`src/rtl/n64_pkg.sv`:
```
// n64_pkg: shared state encoding, joybus command codes and bit-timing
// constants for the N64 poll sequencer.
`timescale 1ns/1ps
package n64_pkg;

  typedef enum logic [2:0] {
    IDLE,
    TX_BIT,
    TX_STOP,
    RX_WAIT,
    RX_SAMPLE,
    DONE
  } n64_state_t;

  localparam logic [7:0] N64_CMD_POLL = 8'h01;
  localparam logic [7:0] N64_CMD_INFO = 8'h00;

  // Host bit cell: 4us, low for 3us (zero) or 1us (one).
  localparam int LOW0_US     = 3;
  localparam int LOW1_US     = 1;
  localparam int BIT_US      = 4;
  // Host stop bit: 1us low then 2us high before the bus is released.
  localparam int STOP_LOW_US = 1;
  localparam int STOP_US     = 3;
  // Reply bits are read this long after their falling edge.
  localparam int SAMPLE_US   = 2;

  function automatic int max_int(input int a, input int b);
    return (a > b) ? a : b;
  endfunction

endpackage

```
`src/rtl/n64_us_tick.sv`:
```
// n64_us_tick: divides clk down to a one-cycle pulse every CLK_PER_US
// cycles. Counts only while enabled; a synchronous clear realigns the
// phase so the first microsecond of a transaction is a full one.
`timescale 1ns/1ps
module n64_us_tick #(
  parameter int CLK_PER_US = 4
) (
  input  logic clk,
  input  logic Reset,
  input  logic clear,
  input  logic en,
  output logic tick
);

  localparam int DW = (CLK_PER_US > 1) ? $clog2(CLK_PER_US) : 1;
  localparam logic [DW-1:0] DIV_LAST = DW'(CLK_PER_US - 1);

  logic [DW-1:0] div_reg;

  // Free-running divider, wraps after CLK_PER_US cycles.
  always_ff @(posedge clk or negedge Reset) begin
    if (!Reset) begin
      div_reg <= '0;
    end else if (clear) begin
      div_reg <= '0;
    end else if (en) begin
      div_reg <= (div_reg == DIV_LAST) ? '0 : div_reg + DW'(1);
    end
  end

  assign tick = en && (div_reg == DIV_LAST);

endmodule

```
`src/rtl/n64_poll_sequencer.sv`:
```
// n64_poll_sequencer: joybus host. Sends a CMD_W-bit command MSB first
// with 1us/3us bit cells, then captures a RESP_W-bit reply by timing each
// falling edge and sampling 2us later. A missing edge aborts with a
// timeout strobe and leaves the previous reply untouched.
// Optional build macro N64_AUTO_POLL_EN adds a POLL_US periodic start.
`timescale 1ns/1ps
module n64_poll_sequencer
  import n64_pkg::*;
#(
  parameter int CLK_PER_US = 4,
  parameter int CMD_W      = 8,
  parameter int RESP_W     = 32,
  parameter int TIMEOUT_US = 64,
  parameter int POLL_US    = 16000
) (
  input  logic              clk,
  input  logic              Reset,
  input  logic              start,
  input  logic [CMD_W-1:0]  cmd,
  input  logic              data_in,
  output logic              line_drive_low,
  output logic              busy,
  output logic              resp_valid,
  output logic [RESP_W-1:0] resp_data,
  output logic              timeout_err
);

  localparam int US_W        = $clog2(max_int(TIMEOUT_US, BIT_US) + 1);
  localparam int TXI_W       = max_int($clog2(CMD_W), 1);
  localparam int RX_W        = $clog2(RESP_W + 1);
  localparam int SAMPLE_CLKS = SAMPLE_US * CLK_PER_US;
  localparam int CYC_W       = max_int($clog2(SAMPLE_CLKS), 1);

  n64_state_t        state_reg, state_next;
  logic [CMD_W-1:0]  cmd_reg, cmd_next;
  logic [TXI_W-1:0]  bit_idx_reg, bit_idx_next;
  logic [US_W-1:0]   us_cnt_reg, us_cnt_next;
  logic [CYC_W-1:0]  cyc_cnt_reg, cyc_cnt_next;
  logic [RX_W-1:0]   rx_cnt_reg, rx_cnt_next;
  logic [RESP_W-1:0] rx_shift_reg, rx_shift_next;
  logic [RESP_W-1:0] resp_data_reg, resp_data_next;
  logic              resp_valid_reg, resp_valid_next;
  logic              timeout_err_reg, timeout_err_next;
  logic              sync1_reg, sync2_reg, prev_reg;
  logic              start_eff, accept, us_tick, fall_edge;

  assign accept    = start_eff && (state_reg == IDLE);
  assign fall_edge = prev_reg && !sync2_reg;

`ifdef N64_AUTO_POLL_EN
  localparam int POLL_CLKS = POLL_US * CLK_PER_US;
  localparam int PW        = $clog2(POLL_CLKS + 1);

  logic [PW-1:0] poll_cnt_reg;
  logic          poll_fire;

  assign poll_fire = (poll_cnt_reg == PW'(POLL_CLKS - 1));
  assign start_eff = start || poll_fire;

  // Poll interval timer: restarts on every accepted start, holds at expiry
  // until the sequencer is idle and takes the request.
  always_ff @(posedge clk or negedge Reset) begin
    if (!Reset) begin
      poll_cnt_reg <= '0;
    end else if (accept) begin
      poll_cnt_reg <= '0;
    end else if (!poll_fire) begin
      poll_cnt_reg <= poll_cnt_reg + PW'(1);
    end
  end
`else
  assign start_eff = start;
`endif

  n64_us_tick #(
    .CLK_PER_US(CLK_PER_US)
  ) u_us_tick (
    .clk  (clk),
    .Reset(Reset),
    .clear(accept),
    .en   (busy),
    .tick (us_tick)
  );

  // Two-stage synchroniser plus edge history; idle bus reads high.
  always_ff @(posedge clk or negedge Reset) begin
    if (!Reset) begin
      sync1_reg <= 1'b1;
      sync2_reg <= 1'b1;
      prev_reg  <= 1'b1;
    end else begin
      sync1_reg <= data_in;
      sync2_reg <= sync1_reg;
      prev_reg  <= sync2_reg;
    end
  end

  // State and datapath registers.
  always_ff @(posedge clk or negedge Reset) begin
    if (!Reset) begin
      state_reg       <= IDLE;
      cmd_reg         <= '0;
      bit_idx_reg     <= '0;
      us_cnt_reg      <= '0;
      cyc_cnt_reg     <= '0;
      rx_cnt_reg      <= '0;
      rx_shift_reg    <= '0;
      resp_data_reg   <= '0;
      resp_valid_reg  <= 1'b0;
      timeout_err_reg <= 1'b0;
    end else begin
      state_reg       <= state_next;
      cmd_reg         <= cmd_next;
      bit_idx_reg     <= bit_idx_next;
      us_cnt_reg      <= us_cnt_next;
      cyc_cnt_reg     <= cyc_cnt_next;
      rx_cnt_reg      <= rx_cnt_next;
      rx_shift_reg    <= rx_shift_next;
      resp_data_reg   <= resp_data_next;
      resp_valid_reg  <= resp_valid_next;
      timeout_err_reg <= timeout_err_next;
    end
  end

  // Next-state logic: transmit timing, edge-timed receive, timeout.
  always_comb begin
    state_next       = state_reg;
    cmd_next         = cmd_reg;
    bit_idx_next     = bit_idx_reg;
    us_cnt_next      = us_cnt_reg;
    cyc_cnt_next     = cyc_cnt_reg;
    rx_cnt_next      = rx_cnt_reg;
    rx_shift_next    = rx_shift_reg;
    resp_data_next   = resp_data_reg;
    resp_valid_next  = 1'b0;
    timeout_err_next = 1'b0;
    case (state_reg)
      IDLE: begin
        if (accept) begin
          cmd_next     = cmd;
          bit_idx_next = TXI_W'(CMD_W - 1);
          us_cnt_next  = '0;
          state_next   = TX_BIT;
        end
      end
      TX_BIT: begin
        if (us_tick) begin
          if (us_cnt_reg == US_W'(BIT_US - 1)) begin
            us_cnt_next = '0;
            if (bit_idx_reg == '0) begin
              state_next = TX_STOP;
            end else begin
              bit_idx_next = bit_idx_reg - TXI_W'(1);
            end
          end else begin
            us_cnt_next = us_cnt_reg + US_W'(1);
          end
        end
      end
      TX_STOP: begin
        if (us_tick) begin
          if (us_cnt_reg == US_W'(STOP_US - 1)) begin
            us_cnt_next = '0;
            rx_cnt_next = '0;
            state_next  = RX_WAIT;
          end else begin
            us_cnt_next = us_cnt_reg + US_W'(1);
          end
        end
      end
      RX_WAIT: begin
        // An edge landing on the expiry cycle still counts as a reply bit.
        if (fall_edge) begin
          cyc_cnt_next = '0;
          state_next   = RX_SAMPLE;
        end else if (us_cnt_reg == US_W'(TIMEOUT_US)) begin
          timeout_err_next = 1'b1;
          state_next       = IDLE;
        end else if (us_tick) begin
          us_cnt_next = us_cnt_reg + US_W'(1);
        end
      end
      RX_SAMPLE: begin
        if (cyc_cnt_reg == CYC_W'(SAMPLE_CLKS - 1)) begin
          rx_shift_next = (rx_shift_reg << 1) | RESP_W'(sync2_reg);
          rx_cnt_next   = rx_cnt_reg + RX_W'(1);
          if (rx_cnt_reg == RX_W'(RESP_W - 1)) begin
            state_next = DONE;
          end else begin
            us_cnt_next = '0;
            state_next  = RX_WAIT;
          end
        end else begin
          cyc_cnt_next = cyc_cnt_reg + CYC_W'(1);
        end
      end
      DONE: begin
        resp_data_next  = rx_shift_reg;
        resp_valid_next = 1'b1;
        state_next      = IDLE;
      end
      default: state_next = IDLE;
    endcase
  end

  // Bus drive: low phase of each host bit and of the stop bit only.
  always_comb begin
    line_drive_low = 1'b0;
    case (state_reg)
      TX_BIT:  line_drive_low = cmd_reg[bit_idx_reg] ? (us_cnt_reg < US_W'(LOW1_US))
                                                     : (us_cnt_reg < US_W'(LOW0_US));
      TX_STOP: line_drive_low = (us_cnt_reg < US_W'(STOP_LOW_US));
      default: line_drive_low = 1'b0;
    endcase
  end

  assign busy        = (state_reg != IDLE);
  assign resp_valid  = resp_valid_reg;
  assign resp_data   = resp_data_reg;
  assign timeout_err = timeout_err_reg;

endmodule
```
`config.mk`:
```
export PLATFORM = sky130hd
export DESIGN_NAME = n64_poll_sequencer
export DESIGN_NICKNAME = d
export VERILOG_FILES = /design/src/rtl/n64_pkg.sv /design/src/rtl/n64_us_tick.sv /design/src/rtl/n64_poll_sequencer.sv
export SDC_FILE = /design/constraint.sdc
export NUM_CORES = 1
export LEC_CHECK = 0
export ABC_AREA = 1
export CAP_MARGIN = 30
export CORE_MARGIN = 4
export CORE_UTILIZATION = 25
export CTS_BUF_LIST = sky130_fd_sc_hd__clkbuf_4 sky130_fd_sc_hd__clkbuf_8 sky130_fd_sc_hd__clkbuf_16
export CTS_CLUSTER_DIAMETER = 40
export DETAILED_ROUTE_END_ITERATION = 12
export GPL_ROUTABILITY_DRIVEN = 0
export HOLD_SLACK_MARGIN = 0.12
export PLACE_DENSITY_LB_ADDON = 0.05
export SETUP_SLACK_MARGIN = 0.3
export SYNTH_ARGS = -nofsm -noshare
export SYNTH_HDL_FRONTEND = slang
export SYNTH_SLANG_ARGS = --single-unit
```
`constraint.sdc`:
```
create_clock -name clk -period 1.5 [get_ports clk]
set_clock_uncertainty 0.05 [all_clocks]
set_input_delay 0.15 -clock clk [delete_from_list [all_inputs] [get_ports clk]]
set_output_delay 0.15 -clock clk [all_outputs]
set_load 0.05 [all_outputs]
```
### Yosys cells after proc, flatten, opt, wreduce, memory -nomap -nowiden

Index checks and enable logic that the tools add are counted.
W data, S select, Z words.

| word-level totals | value |
|---|---|
| bits in registers | 101 |
| output and inout bits | 36 |

| cells by class | value |
|---|---|
| add/subtract/negate cells | 5 |
| $lt $le $gt $ge | 3 |
| equal/unequal tests | 26 |
| mux-type cells | 45 |
| bitwise logic cells | 1 |
| reductions and logical operators | 19 |

Operator list:

| kind | count |
|---|---|
| $mux W7 | 10 |
| $mux W3 | 16 |
| $pmux W7 S5 | 1 |
| $or A32 B1 Y32 | 1 |
| $ne A2 B2 Y1 const B | 11 |
| $mux W6 | 3 |
| $pmux W3 S5 | 1 |
| $eq A7 B2 Y1 const B | 2 |
| $pmux W3 S2 | 2 |
| $pmux W6 S2 | 1 |
| $eq A3 B3 Y1 const B | 3 |
| $reduce_and A9 Y1 | 1 |
| $reduce_and A8 Y1 | 1 |
| $reduce_bool A2 Y1 | 4 |
| $add A7 B1 Y7 const B | 1 |
| $eq A7 B7 Y1 const B | 1 |
| $lt A7 B1 Y1 const B | 1 |
| $lt A7 B2 Y1 const B | 1 |
| $add A6 B1 Y6 const B | 1 |
| $eq A3 B2 Y1 const B | 2 |
| $eq A6 B5 Y1 const B | 1 |
| $logic_not A3 Y1 | 2 |
| $mux W1 | 6 |
| $mux W2 | 3 |
| 18 further kinds | 23 |

### Longest topological paths before layout

| logic depth | value |
|---|---|
| word-level depth | 6 |
| mapped depth | 11 |
| mapped depth without buffers | 11 |

### Cells and area by module

From an unflattened synthesis, not the netlist that was laid out.

| unflattened totals | value |
|---|---|
| cells, all modules | 534 |
| area, all modules | 4659.5 um^2 |

Modules (own cells, without submodules):

| module | times used | cells an instance | area each (um^2) |
|---|---|---|---|
| n64_poll_sequencer | 1 | 520 | 4550.6 |
| n64_us_tick | 1 | 14 | 108.9 |

### Worst setup path after synthesis

No wires, ideal clock.

| timing path | value |
|---|---|
| path kind | reg-to-output |
| from | register state_reg[2] |
| to | output port line_drive_low |
| arrival | 1.653 ns |
| required time | 1.300 ns |
| slack | -0.353 ns |
| stages on the path, launching flop included | 7 |
| cells stage by stage | dfrtp_1 buf_4 inv_4 nand3_2 inv_2 nand3_1 a21oi_1 |

| on the way | value |
|---|---|
| word-level cells in the longest chain between the ends | 2 |
| elaborated cells between the ends (all ways) | 3 |
| classes of those cells | eq/ne (2); mux (1) |

RTL lines:

| element | line | RTL |
|---|---|---|
| start: declaration | n64_poll_sequencer.sv:34 | `n64_state_t state_reg, state_next;` |
| start signal: assignment | n64_poll_sequencer.sv:112 | `state_reg <= state_next;` |
| $eq A3 B2 Y1 / $eq A3 B1 Y1 (equally long branches) | n64_poll_sequencer.sv:209 | `case (state_reg)` |
| $pmux W1 S2 (*) | n64_poll_sequencer.sv:209 |  |
| end: declaration | n64_poll_sequencer.sv:21 | `output logic line_drive_low,` |

Every way passes the cells marked *; elsewhere a longest branch is shown, timed or not.

### Worst setup path after layout

| timing path | value |
|---|---|
| from | register state_reg[2] |
| to | register resp_data_reg[24], in the netlist resp_data[24] |

| on the way | value |
|---|---|
| word-level cells in the longest chain between the ends | 1 |

RTL lines:

| element | line | RTL |
|---|---|---|
| $eq A3 B3 Y1 | n64_poll_sequencer.sv:137 | `case (state_reg)` |
| end signal: assignment | n64_poll_sequencer.sv:119 | `resp_data_reg <= resp_data_next;` |
| end: declaration | n64_poll_sequencer.sv:41 | `logic [RESP_W-1:0] resp_data_reg, resp_data_next;` |

No other way between the ends.
A chain may end at the register's enable or synchronous reset.

==> results.yml <==
outcome:
  status: "complete, but fails checks"
  violations: "setup timing"
critical_path:
  worst-path-buf-inv: 7
  cp_slowest_cell: "dfrtp_2"
  start_kind: "register"
  arrival_ns: 2.03
  cpLargestDelayFamily: "buffers and inverters"
  worstPathRequired_ns: 1.72
  cp_cell_sequence: "inv_8 > buf_6 > buf_6 > nor3_4 > clkinv_4 > buf_12 > buf_12 > buf_16 > o21ai_2"
  slowest_delay_ns: 0.46
  path_max_fanout: 6
  endpoint_kind: "register"
  worst-setup-path-type: "reg2reg"
synthesis:
  synth_top_cell_by_area: "dfrtp_1"
  ys_ff_latch: 101
  ys_top_cells_by_area: "dfrtp_1 52%, nand2_1 13%, inv_1 5.1%"
  synth_edf_count: 0
  yosys_most_used_dff: "dfrtp_1"
  syn-mean-instance-area_um2: 8.665
  yosysWarnings: 0
  synth_top_cell_area_share: 0.5165
  syn_area_um2: 4748
  synth_fp_nets: 569
  synth_cells: 548
  yosysSeqAreaShare: 0.5331
  synth.distinct_cells: 31
  synthArstFlopShare: 1.000
cts:
  clkLatencyLatePin_ns: 0.34
  cts.sinks: 101
  htree_levels: 3
  clk_pin_slew_ns: 0.07
  cts_root_buf: "clkbuf_16"
  cts_buffers: 9
  clk_path_buf_depth: 2
  tritoncts: "done"
worst_hold_path:
  hold_path_class: "in2reg"
timing:
  fmax_mhz: 554.0
  slew_headroom: 0.7770
  rsz0062_at_grt: "true"
  final_max_slew_viol_count: 0
  fin_crit_ns: 1.805
  final.period_utilization: 1.203
  setup_violations: 84
  setup_ws_ns: -0.3051
  setup_tns_ns: -17.50
  worstMarginPinSlew_ns: 0.3344
  finalHoldViolCount: 0
power_and_ir_drop:
  power_density_nw_per_um2: 1280
  leakage_nw: 3.732
  power_frac_seq: 0.301
  vdd_ir_drop_max_mv: 0.4787
  comb_power_share: 0.480
  power.switching_w: 0.003930
  intPower_w: 0.006616
  p_clk_frac: 0.219
  switching_share: 0.3727
final_layout:
  final_cell_mix: "93 x dfrtp_1, 88 x buf_4, 86 x nand2_1"
  diodes: 0
  area_growth_pct: 73.57
  drive_gt1_frac: 0.5375
  final_common_cell: "dfrtp_1"
  fillers: 1767
  final_nets: 736
global_route:
  grt_antenna_before_repair: 0
  grt_pass1_wl_um: 22000
  grt_max_degree: 31
  track_usage: 0.1276
  grt-ovfl-total: 0
  grt_pass1_vias: 4231
floorplan:
  rows: 50
  io_pins: 48
  die_y_um: 145.8
  fp.coreArea_um2: 18710
  fp.dieArea_um2: 21260
  die_x_um: 145.8
  start_util: 0.2538
detailed_routing:
  drtIter0Drc: 154
  dr.pass1.iters: 4
  drc: 0
  vias_per_cell: 4.320
  routed_wl_um: 13440
  wl_per_cell_um: 14.08
  via_count: 4121
  ant_nets: 0
placement:
  dp_hpwl_um: 7767
  portBuffers: 47
  dp_worst_setup_slack_ns: -0.1518
run:
  maxCapViolCount: 0
layer usage:
metal  up-vias  share of wire  track usage
met5         -              0            0
met4         0         0.0089      0.03466
met3         9          0.026      0.02865
met2        41           0.48       0.2024
met1      1994           0.48       0.1760
li1       2077              -            -
final timing paths:
path | from | to | slack [ns] | cells past startpoint
setup reg to reg | state_reg[2] | resp_data[24] | -0.31 | 9
max in group asynchronous | Reset | sync2_reg | 0.64 | 3
setup / recovery | state_reg[2] | resp_data[24] | -0.31 | 9
hold / removal | data_in | sync1_reg | 0.17 | 1
min in group asynchronous | Reset | resp_data[11] | 0.20 | 2
hold reg to reg | sync1_reg | sync2_reg | 0.31 | 0
repair_timing:
item                                    in CTS  in global routing
pin swaps                                   13                 21
cloned                                      17                  2
gates resized for setup                    148                132
hold endpoints to repair                    98                  0
endpoints found under the setup margin     100                105
hold buffers                                 1                  0
setup buffers                               35                 14
area by class of cell:
class / count / area (µm²) / share of cell area
well taps: 234 / 292.8 / 0.03552
multi-input cells: 359 / 2734 / 0.3317
clock inverters: 5 / 40.04 / 0.004858
inverters: 72 / 302.8 / 0.03674
clock buffers: 11 / 252.7 / 0.03067
repair buffers: 172 / 2082 / 0.2526
flip-flops and latches: 101 / 2537 / 0.3079
logic make-up (layout without fill, tap and decap cells):
group	after synthesis	after routing	share of synthesized area
simple gates	258	259	0.2353
flops	101	101	0.5331
buf+inv	89	260	0.08959
compound gates	87	87	0.1109
fa+ha+maj	9	9	0.02372
xor+xnor	4	4	0.007379
stage by stage:
stage          utilization  cells  area [µm²]  total power (W)  hold WS, ns
3_5_place_dp        0.3181    869        5951         0.006484      0.02989
6_report            0.4406    954        8242          0.01055       0.1684
2_1_floorplan            -    548        4877         0.005216      -0.1956
5_1_grt             0.4406    954        8242          0.01123       0.1528
3_3_place_gp        0.3181    869        5951         0.006454      0.02276
4_1_cts             0.4025    938        7528         0.009864       0.1595
cells in the mapped netlist (2+ instances only):
library cell    n
o21ai_0        13
nand4_1         4
nor2_4          2
nand2_1       165
buf_2           5
nand3_2         4
nor2_2          3
xor2_1          3
a21oi_1        12
inv_2           5
nand2_2         2
o21ai_1        37
inv_4           2
nor2_1         35
nand3_1        38
dfstp_2         3
ha_1            9
inv_1          65
nor3_1          2
o21ai_2        22
dfrtp_1        98
buf_6          10
power by group through the flow:
stage	combinational, W	sequential, W	clock (W)
after floorplan	0.00204	0.00318	0
after global placement	0.00320	0.00326	0
after detailed placement	0.00321	0.00327	0
after CTS	0.00427	0.00317	0.00242
after global routing	0.00550	0.00320	0.00254
final	0.00506	0.00317	0.00231
Power figures use the tool's default switching activity.
